## src/rtl/frame_uart_sender.sv

```systemverilog
// rtl/frame_uart_sender.sv - streams a packed edge-map frame buffer to uart_tx
// with an optional leading sync header byte.
module frame_uart_sender #(
  parameter int         DEPTH       = 5100,
  parameter int         ADDR_W      = $clog2(5100),
  parameter bit         HEADER_EN   = 1'b1,
  parameter logic [7:0] HEADER_BYTE = 8'hAA
) (
  input  logic              clk,
  input  logic              reset,
  input  logic              frame_tick,
  output logic [ADDR_W-1:0] rAddr,
  input  logic [7:0]        rData,
  output logic [7:0]        tx_data,
  output logic              tx_start,
  input  logic              tx_busy,
  output logic              busy,
  output logic              done,
  output logic              frame_drop
);

  typedef enum logic [2:0] {
    ST_IDLE,
    ST_READ,
    ST_LATCH,
    ST_START,
    ST_HOLD,
    ST_WAIT,
    ST_DONE
  } state_t;

  localparam logic [ADDR_W-1:0] LAST_ADDR = ADDR_W'(DEPTH - 1);

  state_t state;
  logic   hdr;

  always_ff @(posedge clk or posedge reset) begin
    if (reset) begin
      state      <= ST_IDLE;
      hdr        <= 1'b0;
      rAddr      <= '0;
      tx_data    <= '0;
      tx_start   <= 1'b0;
      done       <= 1'b0;
      frame_drop <= 1'b0;
    end else begin
      tx_start   <= 1'b0;
      done       <= 1'b0;
      // Frames are never queued: any tick outside idle is reported and dropped.
      frame_drop <= frame_tick && (state != ST_IDLE);
      case (state)
        ST_IDLE: begin
          if (frame_tick) begin
            rAddr <= '0;
            if (HEADER_EN) begin
              tx_data <= HEADER_BYTE;
              hdr     <= 1'b1;
              state   <= ST_START;
            end else begin
              state <= ST_READ;
            end
          end
        end
        ST_READ:  state <= ST_LATCH;
        ST_LATCH: begin
          tx_data <= rData;
          state   <= ST_START;
        end
        ST_START: begin
          if (!tx_busy) begin
            tx_start <= 1'b1;
            state    <= ST_HOLD;
          end
        end
        ST_HOLD:  state <= ST_WAIT;
        ST_WAIT: begin
          if (!tx_busy) begin
            if (hdr) begin
              hdr   <= 1'b0;
              state <= ST_READ;
            end else if (rAddr == LAST_ADDR) begin
              done  <= 1'b1;
              state <= ST_DONE;
            end else begin
              rAddr <= rAddr + 1'b1;
              state <= ST_READ;
            end
          end
        end
        ST_DONE: begin
          rAddr <= '0;
          state <= ST_IDLE;
        end
        default: state <= ST_IDLE;
      endcase
    end
  end

  assign busy = (state != ST_IDLE);

endmodule

```

## config.mk

```make
export PLATFORM = sky130hd
export DESIGN_NAME = frame_uart_sender
export DESIGN_NICKNAME = d
export VERILOG_FILES = /design/src/rtl/frame_uart_sender.sv
export SDC_FILE = /design/constraint.sdc
export NUM_CORES = 1
export LEC_CHECK = 0
export CORE_ASPECT_RATIO = 0.7
export CORE_MARGIN = 8
export CORE_UTILIZATION = 48
export DETAILED_ROUTE_END_ITERATION = 8
export PLACE_DENSITY = 0.79
export SLEW_MARGIN = 20
export SYNTH_ARGS = -nofsm -noshare
export SYNTH_HDL_FRONTEND = slang
export SYNTH_SLANG_ARGS = --single-unit
```

## constraint.sdc

```tcl
create_clock -name clk -period 2.4 [get_ports clk]
set_input_delay 0.48 -clock clk [delete_from_list [all_inputs] [get_ports clk]]
set_output_delay 0.48 -clock clk [all_outputs]
set_load 0.005 [all_outputs]
```

==> reports/qor.yml, run 1 <==
min_path:
  hold_depth: 1
  hp-class: "flip-flop to flip-flop"
timing:
  finalCritPeriodShare_pct: 90.2
  rsz0062_at_grt: "false"
  maxSlewViolCount: 0
  slew_headroom_pct: 67.9
  fin_crit_ps: 2160
  worst_pin_slew_ps: 481
  hold_violations: 0
  fmax_mhz: 462
  clock_skew_ps: 3.86
  finalSetupViolations: 0
  setup-tns-final_ps: 0
drt:
  vias_per_cell: 5.92
  drc: 0
  ant_nets: 0
  wl_um: 3540
  drt_iter0_drc: 139
  wl_per_cell_um: 16.8
  via_count: 1250
  firstDrtPassIters: 4
global_route:
  antenna_found_initial: 0
  grt.overflow.total: 0
  grt_max_degree: 29
  grt_pass1_wl_um: 5990
  grt_usage_pct: 15.5
  grt_pass1_vias: 1220
setup_path:
  cp.arrival_ps: 1680
  endpoint_kind: "output port"
  crit_fanout: 12
  start_kind: "flip-flop"
  worstPathRequired_ps: 1920
  path_class: "flip-flop to output port"
  reg2reg_depth: 5
cts:
  htreeDepth: 1
  cts_resized: 0
  path_clk_slew_ps: 90
  post-cts-setup-buffers: 0
  cts_buffers: 3
  cts_tree: "done"
  clockRootBuffer: "clkbuf_8"
  clk_latency_ps: 270
  cts_hold_buf: 0
  max-clock-path-buffers: 2
  clock-sinks: 28
die:
  initial_core_util_pct: 50.8
  die-area_um2: 5000
  num_io_pins: 37
  coreArea_um2: 2800
  die_h_um: 61.6
  die_x_um: 81.1
  num_rows: 16
pwr:
  ir_drop_mv: 0.620
  p_leak_nw: 0.791
  p_per_area_nw_per_um2: 903
synth:
  synthTopCellsByCount: "28 x dfrtp_1, 13 x a21oi_1, 9 x nand2_1, 9 x o21ai_0, 7 x nor2_1"
  ys_seq_area_share_pct: 49.2
  yosysWarningCount: 0
  synth_seq_cells: 28
  yosys.area.top_type_share_pct: 49.2
  syn_area_um2: 1430
  synth_fp_nets: 152
  synthArstFlopShare_pct: 100
  ys.flop_type: "dfrtp_1"
  synth.most_common_cell: "dfrtp_1"
  synth_top_cell_by_area: "dfrtp_1"
  syn_inst: 139
  synth-edff-count: 0
  synth.distinct_cells: 39
  synthTopCellsByArea: "dfrtp_1 49%, a21oi_1 4.6%, o21ai_0 3.2%, o21a_1 3.2%, a22o_1 2.5%"
  syn_avg_cell_area_um2: 10.3
layout:
  antenna_cells: 0
  nNetsFinal: 189
  drive_gt1_share_pct: 6.86
  layout.cells.non_filler: 211
  area_growth_pct: 31.2
flow_run:
  max-cap-violations: 0
place:
  place_inst: 207
  io_buffers: 36
  place_congestion: 0.855
  hpwl_um: 2700
outcome:
  status: "completed"
## stage by stage
stage / instance area [um^2] / setup WS [ps] / hold WS, ps / total power [W] / util (%)
finish: 1870 / 236 / 503 / 0.00169 / 66.7
global route: 1870 / 134 / 512 / 0.00181 / 66.7
CTS: 1870 / 227 / 506 / 0.00171 / 66.7
detailed placement: 1800 / 263 / 480 / 0.00133 / 64.2
global placement: 1800 / 309 / 470 / 0.00131 / 64.2
floorplan: 1430 / 734 / 484 / 0.00106 / -
## routing by layer
layer	GRT usage, %	vias up	part of all wire (%)
met5	0	-	0
met3	5.10	4	6.8
li1	-	595	-
met4	3.80	0	1.1
met2	24.5	42	47
met1	20.2	609	45
## cell families (layout without fill, tap and decap cells)
kind of cell | count (synthesis) | in the layout | share of synthesized area, %
AO/OA/AOI/OAI | 51 | 51 | 24.1
AND/OR/NAND/NOR | 50 | 50 | 21.3
flip-flops | 28 | 28 | 49.2
buffers and inverters | 8 | 44 | 3.86
adder cells (fa/ha/maj) | 1 | 1 | 0.878
multiplexers | 1 | 1 | 0.702
## placed cells by master (no fill, tap or decap), types with 2 or more instances in the layout
cell             Yosys  final
nor2_4               2      2
nand2b_1             2      2
clkbuf_8             0      3
and4_1               2      2
o21ai_0              9      9
o22a_1               4      4
dfrtp_1             28     28
and3b_1              2      2
inv_1                2      2
a22o_1               4      4
nand3b_1             2      2
o21a_1               6      6
buf_4                0      2
clkdlybuf4s50_1      0     36
o31ai_1              4      4
a21oi_1             13     13
nand3_1              6      6
a31oi_1              5      5
nand2_1              9      9
and3_1               5      5
and2_1               4      4
nor2_1               7      7
## path summary, 6_finish.rpt
check,start,end,slack (ps)
worst max-delay path,state[2],busy,240
worst min-delay path,tx_data[1],tx_data[1],500
worst max register to register,state[1],rAddr[7],490
worst min register to register,tx_data[1],tx_data[1],500
max in group asynchronous,reset,state[0],1570
min in group asynchronous,reset,rAddr[0],570
## sequential cells by signal, indices dropped and copies added (netlist names)
register / flops
done: 1
tx_start: 1
tx_data: 8
frame_drop: 1
hdr: 1
state: 3
rAddr: 13
## layout make-up
cell class | count | area (um^2)
clock inverter | 1 | 30.0
tap | 36 | 45.0
sequential | 28 | 701
multi-input combinational | 103 | 669
inverter | 2 | 7.51
timing repair buffer | 38 | 375
clock buffer | 3 | 41.3
fill | 233 | 933
## where the power goes
group	leakage [nW]	internal [W]	switching, W	total (W)
Clock	0.0357	0.000223	0.000142	0.000365
Combinational	0.397	0.000339	0.000266	0.000605
Sequential	0.358	0.000582	0.000136	0.000718
Total	0.791	0.00114	0.000544	0.00169
## worst max-delay path: stages (launching register included)
cell             delay (ps)
dfrtp_1                 520
or3_1                   430
clkdlybuf4s50_1         460
(Power assumes the default switching activity.)
==> run 2: changes to the inputs <==
- DONT_BUFFER_PORTS: default -> 1
- PLACE_DENSITY: 0.79 -> default
- TNS_END_PERCENT: default -> 5
==> run 2 against run 1 <==
Sequential power decreased by 0.7%. Wire length is 9.9% lower. Largest power group unchanged. Highest routed layer unchanged. Cell count fell by 17%. Sequential cell count stayed put. Utilization shrank 13 points. Non-clock buffer count fell by 36. Sequential share of layout area grew 9.5 points. Clock power decreased by 21%. Clock skew rose by 6.6 ps. Setup slack better by 340 ps. Fmax rose by 18%. Count of clock-buffer cells in the layout increased by 1. Largest cell class unchanged.
==> reports/qor.yml, run 2 (synthesized netlist as in run 1, its figures left out) <==
outcome:
  status: "completed"
setup_path:
  endpoint_kind: "flip-flop"
  slowest_delay_ps: 460
  worst_path_dominant_cell_family: "simple AND/OR/NAND/NOR gates"
  path_class: "flip-flop to flip-flop"
  cp.arrival_ps: 1970
  reg2reg_depth: 6
  worstReg2RegEnd: "rAddr[3]"
  crit_chain: "ha_1 > and4b_1 > and3_1 > o21a_4 > nor2_4 > a31oi_1"
  worstPathRequired_ps: 2540
  r2r_slack_ps: 570
  slowest_stage: "dfrtp_1"
  r2r_start: "rAddr[0]"
  crit_fanout: 8
  start_kind: "flip-flop"
  crit_buf_inv: 0
drt:
  ant_nets: 0
  firstDrtPassIters: 5
  drc: 0
  wl_per_cell_um: 18.2
  drt_iter0_drc: 161
  vias_per_cell: 6.38
  wl_um: 3190
  via_count: 1116
die:
  die_x_um: 81.1
  num_io_pins: 37
  initial_core_util_pct: 50.8
  die-area_um2: 5000
  die_h_um: 61.6
  num_rows: 16
  coreArea_um2: 2800
cts:
  cts_hold_buf: 0
  cts_resized: 0
  post-cts-setup-buffers: 0
  clk_latency_ps: 270
  htreeDepth: 1
  cts_buffers: 3
  max-clock-path-buffers: 2
  clock-sinks: 28
  path_clk_slew_ps: 100
  cts_tree: "done"
  clockRootBuffer: "clkbuf_8"
flow_run:
  max-cap-violations: 0
layout:
  final_common_cell: "dfrtp_1"
  drive_gt1_share_pct: 8.63
  post-route-util_pct: 53.3
  mostFrequentLayoutCells: "28 x dfrtp_1, 13 x a21oi_1, 9 x o21ai_0, 9 x nand2_1, 7 x nor2_1"
  nNetsFinal: 153
  fill_cells: 252
  area_growth_pct: 4.74
  reg.largest.list: "rAddr x13, tx_data x8, state x3"
  antenna_cells: 0
  largest_reg_flops: 13
  regMostFlops: "rAddr"
timing:
  slew_headroom_pct: 53.7
  rsz0062_at_grt: "false"
  clock_skew_ps: 10.5
  worst_pin_slew_ps: 694
  fin_crit_ps: 1830
  maxSlewViolCount: 0
  hold_violations: 0
  fmax_mhz: 547
  setup-tns-final_ps: 0
  finalSetupViolations: 0
  finalCritPeriodShare_pct: 76.1
global_route:
  grt_usage_pct: 13.6
  met1_usage_pct: 20.3
  grt.overflow.total: 0
  grt_max_degree: 20
  antenna_found_initial: 0
  grt_pass1_wl_um: 5330
  grt_use_met3_pct: 6.27
  top_usage_layer: "met1"
  grt_use_met2_pct: 17.2
  grt_pass1_vias: 1046
min_path:
  hp-class: "input port to async pin"
place:
  hpwl_um: 2410
  place_congestion: 0.813
  io_buffers: 0
pwr:
  ir_drop_mv: 0.521
  p_leak_nw: 0.650
  p_per_area_nw_per_um2: 960
==> run 2: power breakdown <==
part	total [W]	internal, W	switching (W)
registers	0.000713	0.000583	0.000129
clock network	0.000287	0.000147	0.000141
logic	0.000433	0.000188	0.000245
total	0.00143	0.000918	0.000515
==> run 2: cell type report <==
| cell class | instances | area (um^2) | area share, % |
|---|---|---|---|
| repair buffers | 2 | 15.0 | 1.01 |
| clock buffers | 4 | 55.1 | 3.69 |
| well taps | 36 | 45.0 | 3.02 |
| multi-input cells | 103 | 669 | 44.8 |
| flip-flops and latches | 28 | 701 | 46.9 |
| inverters | 2 | 7.51 | 0.503 |
==> run 2: metrics by stage <==
stage	cells	setup slack (ps)	total power [W]	hold slack (ps)	cell area [um^2]
floorplan	139	734	0.00106	484	1430
global placement	171	597	0.00115	501	1440
detailed placement	171	587	0.00115	517	1440
CTS	175	576	0.00144	216	1490
global route	175	373	0.00155	244	1490
finish	175	573	0.00143	189	1490
==> run 2: worst max path at each step <==
stage	start	to	slack (ps)	depth (start not counted)
floorplan	rAddr[0]	rAddr[7]	730	7
global placement	rAddr[0]	rAddr[3]	600	6
detailed placement	rAddr[0]	rAddr[3]	590	6
CTS	rAddr[0]	rAddr[3]	580	6
global route	state[2]	rAddr[7]	370	5
finish	rAddr[0]	rAddr[3]	570	6
==> run 2: layer usage <==
layer	routed length, um	vias to the layer above
met1	1470	539
met2	1230	55
met3	476	2
li1	-	520
met5	0	-
met4	10	0
